File: src/rtl/senseye_spi_pkg.sv
// Shared SPI constants, state encoding and the MCP3201 bit-framing helper.
package senseye_spi_pkg;

  localparam int MCP3201_BITS = 12;
  localparam int NULL_FALL    = 2;
  localparam int MSB_END_FALL = 14;
  localparam int LSB_END_FALL = 25;
  localparam int NF_W         = 5;

  typedef logic [NF_W-1:0]         nf_t;
  typedef logic [MCP3201_BITS-1:0] sample_t;

  localparam logic [0:0] ST_IDLE  = 1'b0;
  localparam logic [0:0] ST_FRAME = 1'b1;

  // Returns {miso_oe, miso} for the given count of SPICLK falling edges.
  function automatic logic [1:0] mcp_bit(input nf_t nf, input sample_t sh, input logic tail);
    logic [1:0] r;
    logic [3:0] idx;
    r   = 2'b00;
    idx = 4'd0;
    if (nf < nf_t'(NULL_FALL)) begin
      r = 2'b00;
    end else if (nf == nf_t'(NULL_FALL)) begin
      r = 2'b10;
    end else if (nf <= nf_t'(MSB_END_FALL)) begin
      idx = 4'(nf_t'(MSB_END_FALL) - nf);
      r   = {1'b1, sh[idx]};
    end else if (nf <= nf_t'(LSB_END_FALL)) begin
      idx = 4'(nf - nf_t'(MSB_END_FALL));
      r   = {1'b1, tail & sh[idx]};
    end else begin
      r = 2'b10;
    end
    return r;
  endfunction

endpackage

File: src/rtl/mcp3201_emu_if.sv
// SPI pin bundle between the capture master and the MCP3201 emulator.
interface mcp3201_emu_if;
  logic spiclk;
  logic csn;
  logic miso;
  logic miso_oe;

  modport master (output spiclk, output csn, input miso, input miso_oe);
  modport slave  (input spiclk, input csn, output miso, output miso_oe);
endinterface

File: src/rtl/sync_edge.sv
// Multi-flop synchronizer for an asynchronous pin with registered rise/fall pulses.
module sync_edge #(
  parameter int   STAGES  = 2,
  parameter logic RST_VAL = 1'b0
) (
  input  logic clk,
  input  logic rst_n,
  input  logic din,
  output logic level,
  output logic rise,
  output logic fall
);

  logic [STAGES-1:0] sync_r;
  logic              prev_r;
  logic              rise_r;
  logic              fall_r;

  // Synchronizer chain followed by a one-flop edge detector.
  always_ff @(posedge clk or negedge rst_n) begin
    if (!rst_n) begin
      sync_r <= {STAGES{RST_VAL}};
      prev_r <= RST_VAL;
      rise_r <= 1'b0;
      fall_r <= 1'b0;
    end else begin
      sync_r <= {sync_r[STAGES-2:0], din};
      prev_r <= sync_r[STAGES-1];
      rise_r <= sync_r[STAGES-1] & ~prev_r;
      fall_r <= ~sync_r[STAGES-1] & prev_r;
    end
  end

  assign level = sync_r[STAGES-1];
  assign rise  = rise_r;
  assign fall  = fall_r;

endmodule

File: src/rtl/mcp3201_emu.sv
// SPI responder that serves a host-supplied 12-bit sample with MCP3201 framing.
module mcp3201_emu
  import senseye_spi_pkg::*;
#(
  parameter int SYNC_STAGES = 2,
  parameter bit LSB_TAIL    = 1'b1
) (
  input  logic                    clk,
  input  logic                    resetn,
  mcp3201_emu_if.slave            spi,
  input  logic [MCP3201_BITS-1:0] sample_data,
  input  logic                    sample_valid,
  output logic                    loaded,
  output logic                    frame_done,
  output logic                    frame_abort
);

  logic sck_fall_s, sck_rise_unused_s, sck_lvl_unused_s;
  logic csn_fall_s, csn_rise_s, csn_lvl_s;

  sync_edge #(.STAGES(SYNC_STAGES), .RST_VAL(1'b0)) u_sck (
    .clk(clk), .rst_n(resetn), .din(spi.spiclk),
    .level(sck_lvl_unused_s), .rise(sck_rise_unused_s), .fall(sck_fall_s)
  );

  sync_edge #(.STAGES(SYNC_STAGES), .RST_VAL(1'b1)) u_csn (
    .clk(clk), .rst_n(resetn), .din(spi.csn),
    .level(csn_lvl_s), .rise(csn_rise_s), .fall(csn_fall_s)
  );

  logic [SYNC_STAGES:0] flush_r;
  logic                 armed_r;
  logic [0:0]           state_r, state_s;
  sample_t              hold_r, sh_r, sh_s;
  nf_t                  nf_r, nf_s;
  logic                 miso_r, oe_r, loaded_r, done_r, abort_r;
  logic                 loaded_s, done_s, abort_s;
  logic [1:0]           out_s;

  // Frame sequencing; CSN rise takes priority over a coincident SPICLK fall.
  always_comb begin
    state_s  = state_r;
    sh_s     = sh_r;
    nf_s     = nf_r;
    loaded_s = 1'b0;
    done_s   = 1'b0;
    abort_s  = 1'b0;
    case (state_r)
      ST_IDLE: begin
        if (csn_fall_s && armed_r) begin
          state_s  = ST_FRAME;
          sh_s     = hold_r;
          nf_s     = 5'd0;
          loaded_s = 1'b1;
        end else begin
          state_s = ST_IDLE;
        end
      end
      ST_FRAME: begin
        if (csn_rise_s) begin
          state_s = ST_IDLE;
          done_s  = (nf_r >= nf_t'(MSB_END_FALL));
          abort_s = (nf_r <  nf_t'(MSB_END_FALL));
        end else if (sck_fall_s && (nf_r != 5'd31)) begin
          nf_s = nf_r + 5'd1;
        end else begin
          nf_s = nf_r;
        end
      end
      default: begin
        state_s = ST_IDLE;
      end
    endcase
    if (state_s == ST_FRAME) begin
      out_s = mcp_bit(nf_s, sh_s, LSB_TAIL);
    end else begin
      out_s = 2'b00;
    end
  end

  // A CSN fall is only honoured after CSN has been seen high since reset,
  // so a frame already in progress at reset release is ignored.
  always_ff @(posedge clk or negedge resetn) begin
    if (!resetn) begin
      flush_r <= '0;
      armed_r <= 1'b0;
    end else begin
      flush_r <= {flush_r[SYNC_STAGES-1:0], 1'b1};
      armed_r <= armed_r | (flush_r[SYNC_STAGES] & csn_lvl_s);
    end
  end

  // State, holding/shift registers and registered outputs.
  always_ff @(posedge clk or negedge resetn) begin
    if (!resetn) begin
      state_r  <= ST_IDLE;
      hold_r   <= '0;
      sh_r     <= '0;
      nf_r     <= '0;
      miso_r   <= 1'b0;
      oe_r     <= 1'b0;
      loaded_r <= 1'b0;
      done_r   <= 1'b0;
      abort_r  <= 1'b0;
    end else begin
      state_r  <= state_s;
      if (sample_valid) begin
        hold_r <= sample_data;
      end
      sh_r     <= sh_s;
      nf_r     <= nf_s;
      oe_r     <= out_s[1];
      miso_r   <= out_s[0];
      loaded_r <= loaded_s;
      done_r   <= done_s;
      abort_r  <= abort_s;
    end
  end

  assign spi.miso    = miso_r;
  assign spi.miso_oe = oe_r;
  assign loaded      = loaded_r;
  assign frame_done  = done_r;
  assign frame_abort = abort_r;

endmodule

File: src/flat_wrapper.sv
// flat-port wrapper written by rule: the top's interface ports become plain ports
module mcp3201_emu_flat import senseye_spi_pkg::*;
#(
  parameter int SYNC_STAGES = 2,
  parameter bit LSB_TAIL    = 1'b1
)
  (clk, resetn, sample_data, sample_valid, loaded, frame_done, frame_abort, spi_spiclk, spi_csn, spi_miso, spi_miso_oe);
  mcp3201_emu_if spi_i ();
  input  logic clk;
  input  logic resetn;
  input  logic [MCP3201_BITS-1:0] sample_data;
  input  logic sample_valid;
  output logic loaded;
  output logic frame_done;
  output logic frame_abort;
  input wire logic [$bits(spi_i.spiclk)-1:0] spi_spiclk;
  input wire logic [$bits(spi_i.csn)-1:0] spi_csn;
  output wire logic [$bits(spi_i.miso)-1:0] spi_miso;
  output wire logic [$bits(spi_i.miso_oe)-1:0] spi_miso_oe;
  assign spi_i.spiclk = spi_spiclk;
  assign spi_i.csn = spi_csn;
  assign spi_miso = spi_i.miso;
  assign spi_miso_oe = spi_i.miso_oe;
  mcp3201_emu #(.SYNC_STAGES(SYNC_STAGES), .LSB_TAIL(LSB_TAIL)) u_core (.clk(clk), .resetn(resetn), .spi(spi_i), .sample_data(sample_data), .sample_valid(sample_valid), .loaded(loaded), .frame_done(frame_done), .frame_abort(frame_abort));
endmodule
File: config.mk
export PLATFORM = sky130hd
export DESIGN_NAME = mcp3201_emu_flat
export DESIGN_NICKNAME = d
export VERILOG_FILES = /design/src/rtl/senseye_spi_pkg.sv /design/src/rtl/mcp3201_emu_if.sv /design/src/rtl/sync_edge.sv /design/src/rtl/mcp3201_emu.sv /design/src/flat_wrapper.sv
export SDC_FILE = /design/constraint.sdc
export NUM_CORES = 1
export LEC_CHECK = 0
export ABC_AREA = 1
export BUFFER_PORTS_ARGS = -buffer_cell sky130_fd_sc_hd__buf_2
export CORE_ASPECT_RATIO = 1.4
export CORE_UTILIZATION = 59
export CTS_CLUSTER_DIAMETER = 150
export CTS_CLUSTER_SIZE = 10
export DETAILED_ROUTE_END_ITERATION = 10
export PLACE_DENSITY = 0.79
export RECOVER_POWER = 25
export SYNTH_ARGS = -nofsm -noshare
export SYNTH_HDL_FRONTEND = slang
export SYNTH_SLANG_ARGS = --single-unit
File: constraint.sdc
create_clock -name clk -period 3.7 [get_ports clk]
set_clock_uncertainty 0.05 [all_clocks]
set_input_delay 0.185 -clock clk [delete_from_list [all_inputs] [get_ports clk]]
set_output_delay 0.185 -clock clk [all_outputs]
set_load 0.02 [all_outputs]
==> metrics.sh <==
FMAX_GHz=0.3400
SETUP.WORST_PATH.START='u_core.nf_r[0]$_DFF_PN0_'
WL_PER_CELL_UM=12.38
PLACE_CONGESTION=0.9045
DRV_CAP=1
CPLARGESTDELAYFAMILY='simple AND/OR/NAND/NOR gates'
FIN_TNS_SETUP_NS=0
POST_SYNTH_INST_COUNT=285
GLOBALROUTETOTALUTIL_PCT=23.02
IO-PIN-COUNT=22
POSTCTSHOLDBUFS=2
DIE_W_UM=56.57
AREA_DELTA_SYNTH_FINAL_PCT=9.156
SHARE_OF_SYNTHESIZED_AREA_OCCUPIED_BY_FLIP_FLOPS_AND_LATCHES_PCT=48.98
FINAL.HOLD.WORST_SLACK_NS=0.03895
POWER-PER-CELL-AREA_mW_PER_MM2=533.2
GRT_FIRST_PASS_WIRELENGTH_UM=7824
PATH_CLK_SLEW_NS=0.08
CLOCK_TREE_FROM_TRITONCTS='done'
CTS.PATH.MAX_BUFFERS=2
RUN_STATUS='finished with violations'
TIMING_MAX_TRANSITION_VIOLATIONS_FINAL=49
MAXIMUM_FANOUT_ALONG_THE_WORST_PATH=9
WORST_EP_REQUIRED_TIME_NS=3.84
NUM_VIAS=1798
POST_CTS.REPAIR.SETUP_BUFFERS=0
TIMING.RR.END='u_core.spi.miso$_DFF_PN0_'
MAPPEDNETLISTAREA_MM2=0.002460
TIMING.CRITICAL_PATH.DEPTH=18
PERIOD_SHARE_PCT=79.49
WORSTREG2REGSTART='u_core.nf_r[0]$_DFF_PN0_'
IR_WORST_VDD_uV=431.3
ROUTE.DETAILED.DRC=0
POST_ROUTE_CELLS_DRIVE_ABOVE_1_SHARE_PCT=20.32
FINAL_HOLD_VIOLS=0
CRITICALPATHCATEGORY='reg2reg'
VIOLATED_CHECKS='capacitance limit, slew limit'
H_TREE_LEVELS=2
WORSTHOLDPATHTYPE='in2reg'
WORST_SKEW_LATE_LATENCY_NS=0.30
SETUP_VIOL=0
CRIT_TOP_CELL='nand2_1'
MET2ROUTEDLENGTH_UM=2225
CP_SLOWEST_STAGE_DELAY_NS=0.48
DRT_FIRST_PASS_ITERS=4
CORE_MM2=0.003953
FINALPOWER_mW=1.432
POST_SYNTH.CELL_AREA_AVG_UM2=8.631
CLOCK-ROOT-BUFFER='clkbuf_8'
NUMBER_OF_ANTENNA_VIOLATIONS_AT_THE_FIRST_CHECK_IN_GLOBAL_ROUTING=0
RSZ_0062_RAISED_AFTER_GLOBAL_ROUTING='false'
YOSYSUNIQUECELLTYPES=35
FINAL_COMMON_CELL='nand2_1'
LAYOUT.CELLS.MOST_COMMON_LIST='nand2_1, dfrtp_1, inv_1'
NUMPLACEDINSTANCES=343
PLACED_WIRE_LENGTH_ESTIMATE_UM=3272
MAX_SLEW.WORST_PIN.SLEW_NS=2.398
DIE_HEIGHT_UM=78.40
REG2REG_SLACK_NS=0.76
REL_SLEW_SLACK_PCT=-59.88
ANTENNA-DIODE-COUNT=0
FINAL_ANTENNA_VIOLATING_NET_COUNT=0
CTS_RESIZED=0
START_KIND='register'
WORST_CASE_REG_TO_REG_PATH_DEPTH=18
VIAS_PER_CELL=5.093
ROW_COUNT=27
MAXUSEDROUTINGLAYER='met4'
YS.WARNINGS.COUNT=0
M1WIRELENGTH_UM=1932
P_LEAK_nW=1.401
FIRST_GLOBAL_VIAS=1786
WORST-PATH-BUF-INV=3
END_KIND='register'
SYN_NETS=306
DESIGN.FINAL.NETS=330
PORT_BUFFER_CELLS=21
CLOCK_SINKS=48
TIMING.CRITICAL_PATH.SLOWEST_STAGE_CELL='dfrtp_1'
POSTROUTEWIRELENGTH_UM=4371
SYNTH-SEQ-CELLS=48
GRT.OVERFLOW.TOTAL=0
FINAL.MIN_CLOCK_PERIOD_NS=2.941
CRIT_PATH_END='u_core.spi.miso$_DFF_PN0_'
DIE_AREA_MM2=0.004435
STARTING_DENSITY_PCT=62.23
DR_WL_MET3_UM=106
CRITPATHARRIVALTIME_NS=3.08
GRT_MAX_DEGREE=49
POST_LAYOUT_NONFILLER_INSTANCES=353
DRT_ITER0_DRC=78
TIMING.CRITICAL_PATH.CELLS='ha_1 > and3_1 > ha_1 > inv_2 > nand2_1 > nor2_4 > nand2_4 > nand2_8 > inv_6 > ha_1 > inv_1 > nand3_1 > nand2_1 > nor2_2 > nand2_1 > nand3_1 > nand2_1 > nor2_1'
CTS_INSERTED_BUFFERS=5
-- kinds of logic (layout without fill, tap and decap cells) --
family	after synthesis	count (layout)	synth area share, %
other	1	1	0.1524
adder cells (fa/ha/maj)	4	4	2.035
AND/OR/NAND/NOR	165	165	34.33
flip-flops	48	48	48.98
multiplexers	3	3	1.373
AO/OA/AOI/OAI	24	24	5.748
buffers and inverters	40	65	7.375
-- worst register-to-register path: stages (launching register included) --
cell	delay, ns
dfrtp_1	0.48
ha_1	0.33
and3_1	0.21
ha_1	0.23
inv_2	0.08
nand2_1	0.08
nor2_4	0.22
nand2_4	0.14
nand2_8	0.13
inv_6	0.04
ha_1	0.31
inv_1	0.11
nand3_1	0.08
nand2_1	0.07
nor2_2	0.03
nand2_1	0.05
nand3_1	0.07
nand2_1	0.06
nor2_1	0.05
-- registers in the layout, indices dropped and copies added, names as in the netlist --
| signal | count |
|---|---|
| u_core.u_csn.prev_r | 1 |
| u_core.u_csn.rise | 1 |
| u_core.flush_r | 3 |
| u_core.loaded | 1 |
| u_core.nf_r | 5 |
| u_core.u_sck.prev_r | 1 |
| u_core.u_sck.fall | 1 |
| u_core.u_sck.sync_r | 2 |
| u_core.frame_abort | 1 |
| u_core.spi.miso_oe | 1 |
| u_core.sh_r | 12 |
| u_core.u_csn.fall | 1 |
| u_core.u_csn.sync_r | 2 |
| u_core.armed_r | 1 |
| u_core.hold_r | 12 |
| u_core.state_r | 1 |
| u_core.frame_done | 1 |
| u_core.spi.miso | 1 |
-- synthesized netlist by cell type --
master | count | area (um2)
conb_1 | 1 | 3.750
and3_1 | 1 | 6.260
nand2_8 | 2 | 40.04
nor2_8 | 1 | 20.02
o211ai_1 | 1 | 7.510
nand2_2 | 5 | 31.28
nand4_1 | 8 | 50.05
a21oi_1 | 2 | 10.01
nor2_2 | 3 | 18.77
buf_6 | 3 | 33.78
inv_2 | 3 | 11.26
a21o_1 | 1 | 7.510
nand2_1 | 87 | 326.6
nor2_1 | 18 | 67.56
mux2_2 | 3 | 33.78
buf_4 | 1 | 7.510
or2_2 | 1 | 6.260
nand3_1 | 24 | 120.1
o21ai_0 | 12 | 60.06
nor3_1 | 4 | 20.02
a31oi_1 | 1 | 6.260
dfstp_2 | 3 | 78.83
clkbuf_1 | 2 | 7.510
nand2_4 | 4 | 45.04
inv_1 | 29 | 108.9
nand3_2 | 1 | 10.01
nand3b_1 | 1 | 7.510
inv_6 | 1 | 8.760
o21ai_2 | 4 | 35.03
clkinv_1 | 1 | 3.750
ha_1 | 4 | 50.05
o21ai_1 | 3 | 15.01
nand3_4 | 3 | 52.55
nor2_4 | 2 | 22.52
dfrtp_1 | 45 | 1126
-- how the worst min path moves through the flow --
stage	startpoint	endpoint	slack [ns]	cells after the start
finish	sample_data[6]	u_core.hold_r[6]$_DFFE_PN0P_	0.04	3
global route	sample_data[6]	u_core.hold_r[6]$_DFFE_PN0P_	0.03	3
CTS	sample_data[6]	u_core.hold_r[6]$_DFFE_PN0P_	0.03	3
detailed placement	spi_csn	u_core.u_csn.sync_r[0]$_DFF_PN1_	0.24	1
global placement	spi_csn	u_core.u_csn.sync_r[0]$_DFF_PN1_	0.24	1
floorplan	resetn	u_core.armed_r$_DFF_PN0_	-0.16	0
-- power by group --
group / internal, mW / switching [mW] / leakage, nW
registers: 0.602 / 0.0468 / 0.591
logic: 0.160 / 0.302 / 0.758
clock network: 0.153 / 0.169 / 0.0516
total: 0.914 / 0.517 / 1.40
-- cell type report --
cell class / count / area [um2]
Clock buffer: 6 / 82.58
Clock inverter: 2 / 13.76
Fill cell: 345 / 1267
Inverter: 34 / 132.6
Multi-Input combinational cell: 197 / 1074
Sequential cell: 48 / 1205
Tap cell: 43 / 53.80
Timing Repair Buffer: 23 / 123.9
-- through the flow --
stage                     cell area (um2)  setup WS, ns  utilization [%]
after floorplan                      2460        0.9808                -
after global placement               2570        0.8722            65.02
after detailed placement             2570        0.7902            65.02
after CTS                            2686        0.7653            67.96
after global routing                 2685        0.4960            67.93
final                                2685        0.7588            67.93
-- per-layer routing --
layer	up-vias	global-route usage, %
li1	950	-
met1	806	27.48
met2	31	39.53
met3	11	4.283
met4	0	10.98
met5	-	0
Note: power is estimated with default switching activity, not from simulation.
